File: src/rtl/router_nport.sv
`default_nettype none
// ============================================================================
// Module   : router_nport
// Brief    : 1-to-N byte-stream packet router with per-port FWFT FIFOs,
//            parity check, illegal-packet drop and per-port read timeout.
// Revision : 1.0
// ============================================================================
module router_nport #(
    parameter int NUM_PORTS = 3,
    parameter int DATA_W    = 8,
    parameter int DEPTH     = 16,
    parameter int TIMEOUT   = 30
) (
    input  logic                          clock,
    input  logic                          reset,
    input  logic [DATA_W-1:0]             data_in,
    input  logic                          pkt_valid,
    output logic                          busy,
    output logic                          err,
    output logic                          drop,
    input  logic [NUM_PORTS-1:0]          read_enb,
    output logic [NUM_PORTS-1:0]          vld_out,
    output logic [NUM_PORTS*DATA_W-1:0]   data_out,
    output logic [NUM_PORTS-1:0]          soft_reset
);

    localparam int ADDR_W = $clog2(NUM_PORTS);
    localparam int LEN_W  = DATA_W - ADDR_W;
    localparam int PTR_W  = $clog2(DEPTH);
    localparam int CNT_W  = PTR_W + 1;
    localparam int TMO_W  = $clog2(TIMEOUT + 1);

    localparam logic [2:0] S_IDLE    = 3'd0;
    localparam logic [2:0] S_WAIT    = 3'd1;
    localparam logic [2:0] S_PAYLOAD = 3'd2;
    localparam logic [2:0] S_PARITY  = 3'd3;
    localparam logic [2:0] S_DROP    = 3'd4;

    localparam logic [LEN_W:0] c_rem_one = (LEN_W+1)'(1);
    localparam logic [LEN_W:0] c_rem_two = (LEN_W+1)'(2);

    logic [2:0]           r_state, w_next;
    logic [ADDR_W-1:0]    r_addr;
    logic [LEN_W:0]       r_rem;
    logic [DATA_W-1:0]    r_parity, r_hdr;
    logic                 r_err, r_drop;

    logic [ADDR_W-1:0]    w_hdr_addr, w_wr_port;
    logic [LEN_W-1:0]     w_hdr_len;
    logic                 w_hdr_bad;
    logic [DATA_W-1:0]    w_wr_data;
    logic                 w_wr_req, w_load, w_dec, w_par_upd, w_err_set, w_drop_set;
    logic                 w_accept, w_busy;
    logic [NUM_PORTS-1:0] w_full, w_empty, w_flush;

    assign w_hdr_addr = data_in[ADDR_W-1:0];
    assign w_hdr_len  = data_in[DATA_W-1:ADDR_W];
    assign w_hdr_bad  = (int'(w_hdr_addr) >= NUM_PORTS) || (w_hdr_len == '0);

    // Stall uses registered FIFO counts only, so a same-cycle read never unblocks.
    always_comb begin
        w_busy = 1'b0;
        case (r_state)
            S_WAIT:              w_busy = 1'b1;
            S_PAYLOAD, S_PARITY: w_busy = w_full[r_addr];
            default:             w_busy = 1'b0;
        endcase
    end

    assign busy     = w_busy;
    assign w_accept = pkt_valid && !w_busy;
    assign err      = r_err;
    assign drop     = r_drop;

    always_comb begin
        w_next     = r_state;
        w_wr_req   = 1'b0;
        w_wr_port  = r_addr;
        w_wr_data  = data_in;
        w_load     = 1'b0;
        w_dec      = 1'b0;
        w_par_upd  = 1'b0;
        w_err_set  = 1'b0;
        w_drop_set = 1'b0;
        case (r_state)
            S_IDLE: begin
                w_wr_port = w_hdr_addr;
                if (w_accept) begin
                    w_load = 1'b1;
                    if (w_hdr_bad) begin
                        w_next = S_DROP;
                    end else if (w_empty[w_hdr_addr]) begin
                        w_wr_req = 1'b1;
                        w_next   = S_PAYLOAD;
                    end else begin
                        w_next = S_WAIT;
                    end
                end
            end
            S_WAIT: begin
                w_wr_data = r_hdr;
                if (w_flush[r_addr]) begin
                    w_next = S_DROP;
                end else if (w_empty[r_addr]) begin
                    w_wr_req = 1'b1;
                    w_next   = S_PAYLOAD;
                end
            end
            S_PAYLOAD: begin
                if (w_flush[r_addr]) begin
                    w_dec  = w_accept;
                    w_next = S_DROP;
                end else if (w_accept) begin
                    w_wr_req  = 1'b1;
                    w_dec     = 1'b1;
                    w_par_upd = 1'b1;
                    if (r_rem == c_rem_two) w_next = S_PARITY;
                end
            end
            S_PARITY: begin
                if (w_flush[r_addr]) begin
                    if (w_accept) begin
                        w_drop_set = 1'b1;
                        w_next     = S_IDLE;
                    end else begin
                        w_next = S_DROP;
                    end
                end else if (w_accept) begin
                    w_wr_req  = 1'b1;
                    w_err_set = (r_parity != data_in);
                    w_next    = S_IDLE;
                end
            end
            S_DROP: begin
                if (w_accept) begin
                    if (r_rem == c_rem_one) begin
                        w_drop_set = 1'b1;
                        w_next     = S_IDLE;
                    end else begin
                        w_dec = 1'b1;
                    end
                end
            end
            default: w_next = S_IDLE;
        endcase
    end

    // r_rem counts bytes still owed by the packet, parity byte included.
    always_ff @(posedge clock) begin
        if (reset) begin
            r_state  <= S_IDLE;
            r_addr   <= '0;
            r_rem    <= '0;
            r_parity <= '0;
            r_hdr    <= '0;
            r_err    <= 1'b0;
            r_drop   <= 1'b0;
        end else begin
            r_state <= w_next;
            r_err   <= w_err_set;
            r_drop  <= w_drop_set;
            if (w_load) begin
                r_addr   <= w_hdr_addr;
                r_hdr    <= data_in;
                r_parity <= data_in;
                r_rem    <= {1'b0, w_hdr_len} + c_rem_one;
            end else begin
                if (w_dec)     r_rem    <= r_rem - c_rem_one;
                if (w_par_upd) r_parity <= r_parity ^ data_in;
            end
        end
    end

    for (genvar gi = 0; gi < NUM_PORTS; gi++) begin : g_port
        localparam logic [ADDR_W-1:0] c_idx = ADDR_W'(gi);

        logic [DATA_W-1:0] r_mem [DEPTH];
        logic [PTR_W-1:0]  r_wptr, r_rptr;
        logic [CNT_W-1:0]  r_count;
        logic [TMO_W-1:0]  r_tmo;
        logic              r_soft;
        logic              w_wr, w_rd;

        assign w_empty[gi] = (r_count == '0);
        assign w_full[gi]  = (r_count == CNT_W'(DEPTH));
        // Flush on the cycle the idle counter would reach TIMEOUT.
        assign w_flush[gi] = !w_empty[gi] && !read_enb[gi] && (r_tmo == TMO_W'(TIMEOUT - 1));
        assign w_wr        = w_wr_req && (w_wr_port == c_idx);
        assign w_rd        = read_enb[gi] && !w_empty[gi];

        always_ff @(posedge clock) begin
            if (w_wr) r_mem[r_wptr] <= w_wr_data;
        end

        always_ff @(posedge clock) begin
            if (reset) begin
                r_wptr  <= '0;
                r_rptr  <= '0;
                r_count <= '0;
                r_tmo   <= '0;
                r_soft  <= 1'b0;
            end else begin
                r_soft <= w_flush[gi];
                if (w_flush[gi]) begin
                    r_wptr  <= '0;
                    r_rptr  <= '0;
                    r_count <= '0;
                    r_tmo   <= '0;
                end else begin
                    if (w_wr) r_wptr <= r_wptr + PTR_W'(1);
                    if (w_rd) r_rptr <= r_rptr + PTR_W'(1);
                    if (w_wr && !w_rd)      r_count <= r_count + CNT_W'(1);
                    else if (!w_wr && w_rd) r_count <= r_count - CNT_W'(1);
                    if (w_empty[gi] || read_enb[gi]) r_tmo <= '0;
                    else                             r_tmo <= r_tmo + TMO_W'(1);
                end
            end
        end

        assign vld_out[gi]                   = !w_empty[gi];
        assign data_out[gi*DATA_W +: DATA_W] = w_empty[gi] ? '0 : r_mem[r_rptr];
        assign soft_reset[gi]                = r_soft;
    end

endmodule
`default_nettype wire

File: config.mk
export PLATFORM = sky130hd
export DESIGN_NAME = router_nport
export DESIGN_NICKNAME = d
export VERILOG_FILES = /design/src/rtl/router_nport.sv
export SDC_FILE = /design/constraint.sdc
export NUM_CORES = 1
export LEC_CHECK = 0
export CAP_MARGIN = 0
export CORE_AREA = 2 2 216 324
export DETAILED_ROUTE_END_ITERATION = 7
export DIE_AREA = 0 0 218 326
export PLACE_DENSITY = 0.52
export REMOVE_ABC_BUFFERS = 1
export SLEW_MARGIN = 20
export SYNTH_ARGS = -nofsm -noshare
export SYNTH_HDL_FRONTEND = slang
export SYNTH_SLANG_ARGS = --single-unit
File: constraint.sdc
create_clock -name clock -period 4.45 [get_ports clock]
set_input_delay 0.89 -clock clock [delete_from_list [all_inputs] [get_ports clock]]
set_output_delay 0.89 -clock clock [all_outputs]
set_load 0.1 [all_outputs]
## Yosys cells after proc, flatten, opt, wreduce, memory -nomap -nowiden

Memory sizes are Yosys's and may differ from the RTL's. A register that Yosys moved wholly into a read port is not among the register bits.
Index checks and enable logic that the tools add are counted.

- Register bits: 87
- Memory bits (writable): 384
- Input port bits: 14
- Output and inout port bits: 33
- Logic and storage cells: 194
- Memories kept: 3

Memory list:

| name | depth | width | rd ports | clocked after memory_dff | wr ports | line | RTL |
|---|---|---|---|---|---|---|---|
| g_port[0].r_mem | 16 | 8 | 1 | 1 | 1 | 177 | `logic [DATA_W-1:0] r_mem [DEPTH];` |
| g_port[1].r_mem | 16 | 8 | 1 | 1 | 1 | 177 |  |
| g_port[2].r_mem | 16 | 8 | 1 | 1 | 1 | 177 |  |

- Add/subtract/negate cells: 17
- Magnitude comparators: 3
- Eq/ne operators: 22
- Mux-type cells: 68
- Bitwise logic cells: 3
- Reductions and logical operators: 56

Operator list:

| cell | count |
|---|---|
| $mux 8 | 6 |
| $mux 3 | 12 |
| $add 5x1->5 const B | 6 |
| $eq 5x5->1 const B | 6 |
| $mux 5 | 6 |
| $mux 1 | 25 |
| $add 4x1->4 const B | 6 |
| $mux 4 | 6 |
| $logic_and 1x1->1 | 19 |
| $logic_not 5->1 | 3 |
| $pmux 3 s5 | 1 |
| $sub 5x1->5 const B | 3 |
| $mux 7 | 2 |
| $logic_not 1->1 | 13 |
| $ne 3x3->1 const B | 4 |
| $reduce_bool 2->1 | 5 |
| $reduce_or 3->1 | 3 |
| $bmux 1 s2 | 4 |
| $ne 8x8->1 | 1 |
| $reduce_or 2->1 | 4 |
| $xor 8x8->8 | 1 |
| $add 6x1->7 const B | 1 |
| $eq 7x1->1 const B | 1 |
| $eq 7x2->1 const B | 1 |
| 19 further kinds | 30 |

## Logic depth before layout (Yosys ltp)

Gate-level depths: netlist (run 1).

- Depth after elaboration: 14
- Mapped depth: 18
- Gate-level depth less buffers: 17

## Least setup slack after synthesis (run 1)

No wires, ideal clock.

- Path kind: input to register
- Start point: in data_in[2]
- End point: reg g_port[2].r_count[4]
- Setup time: 0.128 ns
- Arrival time: 3.861 ns
- Required time: 4.322 ns
- Slack: 0.462 ns
- Stages on the path: 18
- Cells stage by stage: clkbuf_1 inv_1 ha_1 a22oi_1 o311a_1 a211o_1 and3_1 buf_2 buf_4 ha_1 inv_1 ha_1 nor2b_1 o21a_1 or3_1 a21oi_1 xnor2_1 nor2_1

- Longest elaborated chain between the ends: 9
- Elaborated cells between the ends (all ways): 11

RTL lines:

| element | line | RTL |
|---|---|---|
| start: declaration | 16 | `input logic [DATA_W-1:0] data_in,` |
| $logic_not 6->1 * | 58 | `assign w_hdr_bad = (int'(w_hdr_addr) >= NUM_PORTS) \|\| (w_hdr_len == '0);` |
| $logic_or 1x1->1 * | 58 |  |
| $mux 1 * | 90 | `if (w_hdr_bad) begin` |
| $mux 1 * | 88 | `if (w_accept) begin` |
| $pmux 1 s3 * | 85 | `case (r_state)` |
| $logic_and 1x1->1 * | 188 | `assign w_wr = w_wr_req && (w_wr_port == c_idx);` |
| named net g_port[2].w_wr | 182 | `logic w_wr, w_rd;` |
| $logic_not 1->1 | 213 | `else if (!w_wr && w_rd) r_count <= r_count - CNT_W'(1);` |
| $logic_and 1x1->1 | 213 |  |
| $reduce_bool 2->1 (no source line) | n/a |  |
| end signal: assignment | 212 | `if (w_wr && !w_rd) r_count <= r_count + CNT_W'(1);` |
| end signal: assignment | 213 |  |
| end: declaration | 179 | `logic [CNT_W-1:0] r_count;` |

Mark *: on every way through the listed nets, which the timed path passes. The rest lies on a longest branch.
A chain may end at the register's enable or synchronous reset.

## Final worst setup path (run 1)

- Start point: reg g_port[1].r_count[0]
- End point: out vld_out[1]

- Longest elaborated chain between the ends: 2

RTL lines:

| element | line | RTL |
|---|---|---|
| start: declaration | 179 |  |
| start signal: assignment | 212 |  |
| start signal: assignment | 213 |  |
| $logic_not 5->1 | 184 | `assign w_empty[gi] = (r_count == '0);` |
| $logic_not 1->1 | 220 | `assign vld_out[gi] = !w_empty[gi];` |
| end: declaration | 22 | `output logic [NUM_PORTS-1:0] vld_out,` |

No other way between the ends.

==> flow_results.xml, run 1 <==
<?xml version="1.0" encoding="UTF-8"?>
<metrics>
  <group name="outcome">
    <metric name="outcome" unit="">finished, final reports clean</metric>
  </group>
  <group name="placed_design">
    <metric name="post-dp-hpwl" unit="um">29300</metric>
    <metric name="port_buffers" unit="">46</metric>
    <metric name="routability_driven_placement_congestion_ratio" unit="">0.774</metric>
  </group>
  <group name="timing">
    <metric name="min_period_over_period" unit="">0.899</metric>
    <metric name="grt_setup_unrepaired" unit="">false</metric>
    <metric name="max_freq" unit="GHz">0.250</metric>
    <metric name="finalSetupTns" unit="ns">0</metric>
    <metric name="timing.max_slew.rel_slack" unit="">0.289</metric>
    <metric name="slew_viol_final" unit="">0</metric>
    <metric name="worstMarginPinSlew" unit="ns">1.07</metric>
    <metric name="clock_skew" unit="ns">0.0165</metric>
    <metric name="setup-violations-final" unit="">0</metric>
    <metric name="period_minus_slack" unit="ns">4.00</metric>
    <metric name="hold_viol" unit="">0</metric>
  </group>
  <group name="cells_and_area">
    <metric name="nets" unit="">1385</metric>
    <metric name="flow.area_growth_from_synthesis" unit="%">16.2</metric>
    <metric name="post_route_cells_drive_above_1_share" unit="">0.217</metric>
    <metric name="register_area" unit="um2">13500</metric>
    <metric name="multi_input_comb_area" unit="um2">6430</metric>
    <metric name="postLayoutCoreUtil" unit="">0.343</metric>
    <metric name="layout.filler_cells" unit="">6622</metric>
  </group>
  <group name="global_routing">
    <metric name="first_global_vias" unit="">11400</metric>
    <metric name="globalRouteMet3Util" unit="">0.0175</metric>
    <metric name="wire_length_of_the_first_global_routing_pass" unit="um">70200</metric>
    <metric name="globalRouteMet2Util" unit="">0.237</metric>
    <metric name="global_route.peak_usage_layer" unit="">met2</metric>
    <metric name="grt_antenna_before_repair" unit="">1</metric>
    <metric name="grt.total_usage" unit="">0.130</metric>
    <metric name="overflow" unit="">0</metric>
    <metric name="met1_use_gr" unit="">0.158</metric>
    <metric name="grt_start_max_net_pins" unit="">49</metric>
  </group>
  <group name="synth">
    <metric name="synth_top_area_cell" unit="">edfxtp_1</metric>
    <metric name="yosys.area_share.xor_xnor" unit="">0.0173</metric>
    <metric name="synth.yosys.seq_area_share" unit="">0.666</metric>
    <metric name="synth_top_area_frac" unit="">0.570</metric>
    <metric name="synth_compound_area_frac" unit="">0.0403</metric>
    <metric name="yosys_most_used_dff" unit="">edfxtp_1</metric>
    <metric name="synth_enable_flop_cells" unit="">384</metric>
    <metric name="largest_family_of_logic_cells_by_synthesized_area" unit="">multiplexers</metric>
    <metric name="post_synth_inst_count" unit="">1257</metric>
    <metric name="ys_top_cells_by_area" unit="">edfxtp_1, mux4_2, dfxtp_1</metric>
    <metric name="synth-async-reset-ratio" unit="">0</metric>
    <metric name="post_synth_simple_gate_area" unit="">0.0891</metric>
    <metric name="ys_warn_count" unit="">0</metric>
    <metric name="avgSynthCellArea" unit="um2">16.1</metric>
    <metric name="synth_fa_ha_area_frac" unit="">0.0277</metric>
    <metric name="netlist_area" unit="um2">20200</metric>
    <metric name="synth_cell_types" unit="">61</metric>
    <metric name="count_of_state_elements_after_synthesis" unit="">481</metric>
    <metric name="yosys-mux-area-fraction" unit="">0.140</metric>
  </group>
  <group name="detailed_routing">
    <metric name="postRouteAntennaNets" unit="">0</metric>
    <metric name="drt_iter0_markers" unit="">691</metric>
    <metric name="via_per_inst" unit="">4.81</metric>
    <metric name="route.detailed.wl_per_inst" unit="um">20.0</metric>
    <metric name="num_vias" unit="">10900</metric>
    <metric name="drt_pre_antenna_iters" unit="">5</metric>
    <metric name="drt-total-wl" unit="um">45300</metric>
    <metric name="remaining_drc_errors" unit="">0</metric>
  </group>
  <group name="worst_setup_path">
    <metric name="timing.critical_path.from_type" unit="">flip-flop</metric>
    <metric name="criticalPathCategory" unit="">reg -&gt; out</metric>
    <metric name="crit_fanout" unit="">12</metric>
    <metric name="crit_required" unit="ns">3.56</metric>
    <metric name="worst_setup_path_end_kind" unit="">output pin</metric>
    <metric name="timing.critical_path.arrival" unit="ns">3.11</metric>
  </group>
  <group name="die">
    <metric name="io-pin-count" unit="">47</metric>
    <metric name="design.die.area" unit="um2">71100</metric>
    <metric name="initial_core_util" unit="">0.295</metric>
    <metric name="chipWidth" unit="um">218</metric>
    <metric name="die-height" unit="um">326</metric>
    <metric name="placeableCoreArea" unit="um2">68500</metric>
    <metric name="core.rowCount" unit="">118</metric>
  </group>
  <group name="clock_network">
    <metric name="numCtsBuffers" unit="">47</metric>
    <metric name="clk-insertion-delay-late" unit="ns">0.58</metric>
    <metric name="cts.reportedPaths.clkPinSlew" unit="ns">0.06</metric>
    <metric name="cts_hold_buffers" unit="">0</metric>
    <metric name="post_cts_resize_count" unit="">0</metric>
    <metric name="cts_tree" unit="">built</metric>
    <metric name="clockBufferDepth" unit="">3</metric>
    <metric name="cts_root_buf" unit="">clkbuf_16</metric>
    <metric name="htreeDepth" unit="">2</metric>
    <metric name="cts_sinks" unit="">481</metric>
    <metric name="post-cts-setup-buffer-count" unit="">0</metric>
  </group>
  <group name="power_and_ir_drop">
    <metric name="leakage" unit="uW">0.00759</metric>
    <metric name="finalPower" unit="uW">14600</metric>
    <metric name="cellPowerDensity" unit="nW/um2">619</metric>
    <metric name="vdd_drop_max" unit="V">0.000799</metric>
  </group>
  <group name="worst_hold_path">
    <metric name="hp-class" unit="">reg -&gt; reg</metric>
  </group>
  <group name="flow_run">
    <metric name="timing.max_cap.violations" unit="">0</metric>
  </group>
</metrics>
-- worst max-delay path, stage by stage, from the launching register on --
cell and delay [ns]:
dfxtp_1 0.36, or4_4 0.57, nor2_1 0.28, inv_1 0.28, clkdlybuf4s50_1 1.04
-- layer usage --
metal | up-vias | part of all wire
met5 | - | 0
met4 | 0 | 0.020
met3 | 52 | 0.034
met2 | 185 | 0.54
met1 | 5628 | 0.41
li1 | 5054 | -
-- where the power goes --
group / switching [uW] / internal, uW / total, uW
Clock: 1740 / 2360 / 4100
Combinational: 3310 / 1660 / 4970
Sequential: 231 / 5250 / 5480
Total: 5290 / 9270 / 14600
-- per-stage QoR --
step           hold WS, ns  std cells  area, um2  worst slack, ns
2_1_floorplan        0.431       1185      19900            0.522
3_5_place_dp         0.447       2178      21900           0.0705
6_report             0.455       2268      23500            0.451
4_1_cts              0.456       2266      23500            0.338
5_1_grt              0.480       2267      23500            0.293
3_3_place_gp         0.446       2178      21900           0.0915
-- cells in the mapped netlist, types with 8 or more instances --
| master | count |
|---|---|
| nor4_1 | 8 |
| nor2_1 | 65 |
| and3_1 | 18 |
| nand2_1 | 78 |
| a21o_1 | 10 |
| a21oi_1 | 43 |
| nand3_1 | 30 |
| and4b_1 | 12 |
| a31oi_1 | 10 |
| mux4_2 | 120 |
| buf_1 | 14 |
| and2_1 | 29 |
| nand3b_1 | 12 |
| ha_1 | 40 |
| o21ai_0 | 29 |
| or3_1 | 13 |
| dfxtp_1 | 97 |
| nand4_1 | 9 |
| xor2_1 | 20 |
| xnor2_1 | 20 |
| inv_1 | 30 |
| edfxtp_1 | 384 |
| mux2i_1 | 12 |
| nor3_1 | 18 |
| clkbuf_1 | 51 |
-- cells in the final DEF (no fill, tap or decap), types with 13 or more instances in the layout --
cell type and count:
ha_1 40, mux4_2 120, a21oi_1 43, nand2_1 72
nor3_1 18, nor2_1 65, xor2_1 20, clkdlybuf4s50_1 20
buf_4 72, clkbuf_16 50, inv_1 30, xnor2_1 20
o21ai_0 27, dfxtp_1 94, edfxtp_1 384, and3_1 18
nand3_1 30, or3_1 13, and2_1 29
-- registers in the layout, indices dropped and copies added (netlist names), named ones only --
name	count
r_state	3
g_port.r_soft	3
err	1
g_port.r_count	15
r_addr	1
r_parity	8
g_port.r_rptr	12
g_port.r_mem	384
g_port.r_tmo	15
g_port.r_wptr	12
drop	1
r_rem	7
r_hdr	7
-- kinds of logic after synthesis --
family,after synthesis
DFF,481
and+or+nand+nor,332
muxes,132
AOI/OAI and AO/OA,126
buffers and inverters,103
adders and majority gates,43
xor gates and xnor gates,40
-- worst paths after layout --
path,from,to,slack [ns],cells past startpoint
worst max-delay path,g_port[1].r_count[0]$_SDFFE_PP0P_,vld_out[1],0.45,4
worst min-delay path,r_hdr[5]$_SDFFE_PP0P_,r_hdr[5]$_SDFFE_PP0P_,0.46,2
worst max register to register,g_port[2].r_count[0]$_SDFFE_PP0P_,g_port[2].r_count[4]$_SDFFE_PP0P_,0.73,14
worst min register to register,r_hdr[5]$_SDFFE_PP0P_,r_hdr[5]$_SDFFE_PP0P_,0.46,2
-- area by class of cell --
type	instances	share of cell area
antenna	1	0.000106
inverter	31	0.00495
multi-input combinational	673	0.273
clock buffer	62	0.0568
timing repair buffer	94	0.0329
sequential	481	0.573
tap	900	0.0479
clock inverter	26	0.0106
No activity file was read; power rests on OpenSTA's default activity.
==> run 2, diff against run 1 <==
Settings changed: CELL_PAD_IN_SITES_DETAIL_PLACEMENT set to 0, CELL_PAD_IN_SITES_GLOBAL_PLACEMENT set to 2, CORE_AREA 2 2 216 324 to 2 2 181 271, DIE_AREA 0 0 218 326 to 0 0 183 273, PLACE_DENSITY 0.52 to 0.81.
==> flow_results.xml, run 2 (same netlist as run 1, synthesis figures left out) <==
<?xml version="1.0" encoding="UTF-8"?>
<metrics>
  <group name="cells_and_area">
    <metric name="largest_register_by_flop_count" unit="">g_port.r_mem</metric>
    <metric name="biggestRegsByFlops" unit="">g_port.r_mem (384), g_port.r_count (15), g_port.r_tmo (15)</metric>
    <metric name="flow.area_growth_from_synthesis" unit="%">14.4</metric>
    <metric name="nets" unit="">1393</metric>
    <metric name="largest_register_ff_count" unit="">384</metric>
    <metric name="layout.filler_cells" unit="">3973</metric>
    <metric name="antenna_cells_inserted" unit="">0</metric>
    <metric name="postLayoutCoreUtil" unit="">0.487</metric>
    <metric name="post_route_cells_drive_above_1_share" unit="">0.217</metric>
    <metric name="layout.cells.most_common" unit="">edfxtp_1</metric>
    <metric name="multi_input_comb_area" unit="um2">6400</metric>
    <metric name="layout_common_cells" unit="">edfxtp_1, mux4_2, dfxtp_1, buf_4, nand2_1</metric>
    <metric name="register_area" unit="um2">13500</metric>
  </group>
  <group name="flow_run">
    <metric name="timing.max_cap.violations" unit="">0</metric>
  </group>
  <group name="power_and_ir_drop">
    <metric name="cellPowerDensity" unit="nW/um2">627</metric>
    <metric name="leakage" unit="uW">0.00761</metric>
    <metric name="vdd_drop_max" unit="V">0.000348</metric>
  </group>
  <group name="clock_network">
    <metric name="post_cts_resize_count" unit="">0</metric>
    <metric name="clk-insertion-delay-late" unit="ns">0.56</metric>
    <metric name="post-cts-setup-buffer-count" unit="">0</metric>
    <metric name="cts_sinks" unit="">481</metric>
    <metric name="clockBufferDepth" unit="">3</metric>
    <metric name="cts_tree" unit="">built</metric>
    <metric name="numCtsBuffers" unit="">45</metric>
    <metric name="htreeDepth" unit="">2</metric>
    <metric name="cts.reportedPaths.clkPinSlew" unit="ns">0.06</metric>
    <metric name="cts_hold_buffers" unit="">0</metric>
    <metric name="cts_root_buf" unit="">clkbuf_16</metric>
  </group>
  <group name="outcome">
    <metric name="outcome" unit="">finished, final reports clean</metric>
  </group>
  <group name="detailed_routing">
    <metric name="postRouteAntennaNets" unit="">0</metric>
    <metric name="route.detailed.wl_per_inst" unit="um">21.9</metric>
    <metric name="num_vias" unit="">10900</metric>
    <metric name="drt-total-wl" unit="um">43200</metric>
    <metric name="remaining_drc_errors" unit="">0</metric>
    <metric name="via_per_inst" unit="">5.52</metric>
    <metric name="drt_pre_antenna_iters" unit="">5</metric>
    <metric name="drt_iter0_markers" unit="">723</metric>
  </group>
  <group name="placed_design">
    <metric name="post-dp-hpwl" unit="um">28500</metric>
    <metric name="port_buffers" unit="">46</metric>
    <metric name="routability_driven_placement_congestion_ratio" unit="">0.820</metric>
  </group>
  <group name="die">
    <metric name="io-pin-count" unit="">47</metric>
    <metric name="die-height" unit="um">273</metric>
    <metric name="initial_core_util" unit="">0.425</metric>
    <metric name="placeableCoreArea" unit="um2">47600</metric>
    <metric name="core.rowCount" unit="">98</metric>
    <metric name="design.die.area" unit="um2">50000</metric>
    <metric name="chipWidth" unit="um">183</metric>
  </group>
  <group name="global_routing">
    <metric name="first_global_vias" unit="">11400</metric>
    <metric name="grt_antenna_before_repair" unit="">0</metric>
    <metric name="grt_start_max_net_pins" unit="">49</metric>
    <metric name="grt.total_usage" unit="">0.177</metric>
    <metric name="wire_length_of_the_first_global_routing_pass" unit="um">67000</metric>
    <metric name="overflow" unit="">0</metric>
  </group>
  <group name="worst_setup_path">
    <metric name="crit_fanout" unit="">12</metric>
    <metric name="crit_required" unit="ns">3.56</metric>
    <metric name="crit_path_top_delay_cell" unit="">clkdlybuf4s50_1</metric>
    <metric name="worst_setup_path_end_kind" unit="">output pin</metric>
    <metric name="timing.critical_path.arrival" unit="ns">3.10</metric>
    <metric name="criticalPathCategory" unit="">reg -&gt; out</metric>
    <metric name="cp_cell_sequence" unit="">or4_4 -&gt; nor2_1 -&gt; inv_1 -&gt; clkdlybuf4s50_1</metric>
    <metric name="critical_path.max_stage_delay" unit="ns">1.04</metric>
    <metric name="timing.critical_path.from_type" unit="">flip-flop</metric>
  </group>
  <group name="timing">
    <metric name="max_freq" unit="GHz">0.251</metric>
    <metric name="min_period_over_period" unit="">0.897</metric>
    <metric name="period_minus_slack" unit="ns">3.99</metric>
    <metric name="worstMarginPinSlew" unit="ns">0.973</metric>
    <metric name="clock_skew" unit="ns">0.0214</metric>
    <metric name="grt_setup_unrepaired" unit="">false</metric>
    <metric name="hold_viol" unit="">0</metric>
    <metric name="setup-violations-final" unit="">0</metric>
    <metric name="timing.max_slew.rel_slack" unit="">0.349</metric>
    <metric name="finalSetupTns" unit="ns">0</metric>
    <metric name="slew_viol_final" unit="">0</metric>
  </group>
  <group name="worst_hold_path">
    <metric name="hp-class" unit="">reg -&gt; reg</metric>
  </group>
</metrics>
-- run 2: cell types whose count changed in the layout (fill, tap and decap cells not counted), moves of 2 or more --
| cell | delta |
|---|---|
| bufinv_16 | +5 |
| clkbuf_16 | -4 |
| clkinv_2 | -2 |
| clkbuf_8 | -2 |
| clkinv_1 | -3 |
| nand2_1 | +6 |
| buf_4 | +12 |
| nand2_4 | -3 |
| nand2_2 | -3 |
-- run 2: final timing paths --
kind,from,to,slack (ns),depth (start not counted)
worst max-delay path,g_port[2].r_count[0]$_SDFFE_PP0P_,vld_out[2],0.46,4
worst min-delay path,r_hdr[2]$_SDFFE_PP0P_,r_hdr[2]$_SDFFE_PP0P_,0.46,2
worst max register to register,g_port[2].r_count[0]$_SDFFE_PP0P_,g_port[1].r_count[4]$_SDFFE_PP0P_,0.68,15
worst min register to register,r_hdr[2]$_SDFFE_PP0P_,r_hdr[2]$_SDFFE_PP0P_,0.46,2
-- run 2: final cells by class --
class	instances	area share
Sequential cell	481	0.582
Tap cell	600	0.0324
Clock inverter	26	0.0160
Clock buffer	56	0.0522
Timing Repair Buffer	104	0.0357
Inverter	31	0.00503
Multi-Input combinational cell	673	0.276
-- run 2: power breakdown --
group / switching, uW / internal, uW / total, uW
sequential: 295 / 5250 / 5540
clock: 1620 / 2460 / 4080
combinational: 3240 / 1670 / 4910
total: 5160 / 9370 / 14500
-- run 2: stage by stage --
stage          setup WS [ns]  hold WS [ns]  instances  power (uW)  instance area, um2
2_1_floorplan          0.522         0.431       1185        9210               19900
3_3_place_gp           0.152         0.444       1889       10600               21600
3_5_place_dp           0.103         0.447       1889       10600               21600
4_1_cts                0.348         0.457       1971       14700               23100
5_1_grt                0.265         0.478       1971       15200               23100
6_report               0.459         0.456       1971       14500               23100
-- run 2: worst max-delay path: cells and delay by family, from the launching register on --
family                 cells  cell delay (ns)
buffers and inverters      2             1.32
AND/OR/NAND/NOR            2             0.86
flip-flops                 1             0.36
-- run 2: per-layer routing --
metal | global-route usage | part of all wire | vias up
met2 | 0.331 | 0.55 | 184
met5 | 0 | 0 | -
met1 | 0.214 | 0.39 | 5590
met3 | 0.0204 | 0.033 | 52
li1 | - | - | 5050
met4 | 0.0514 | 0.020 | 0
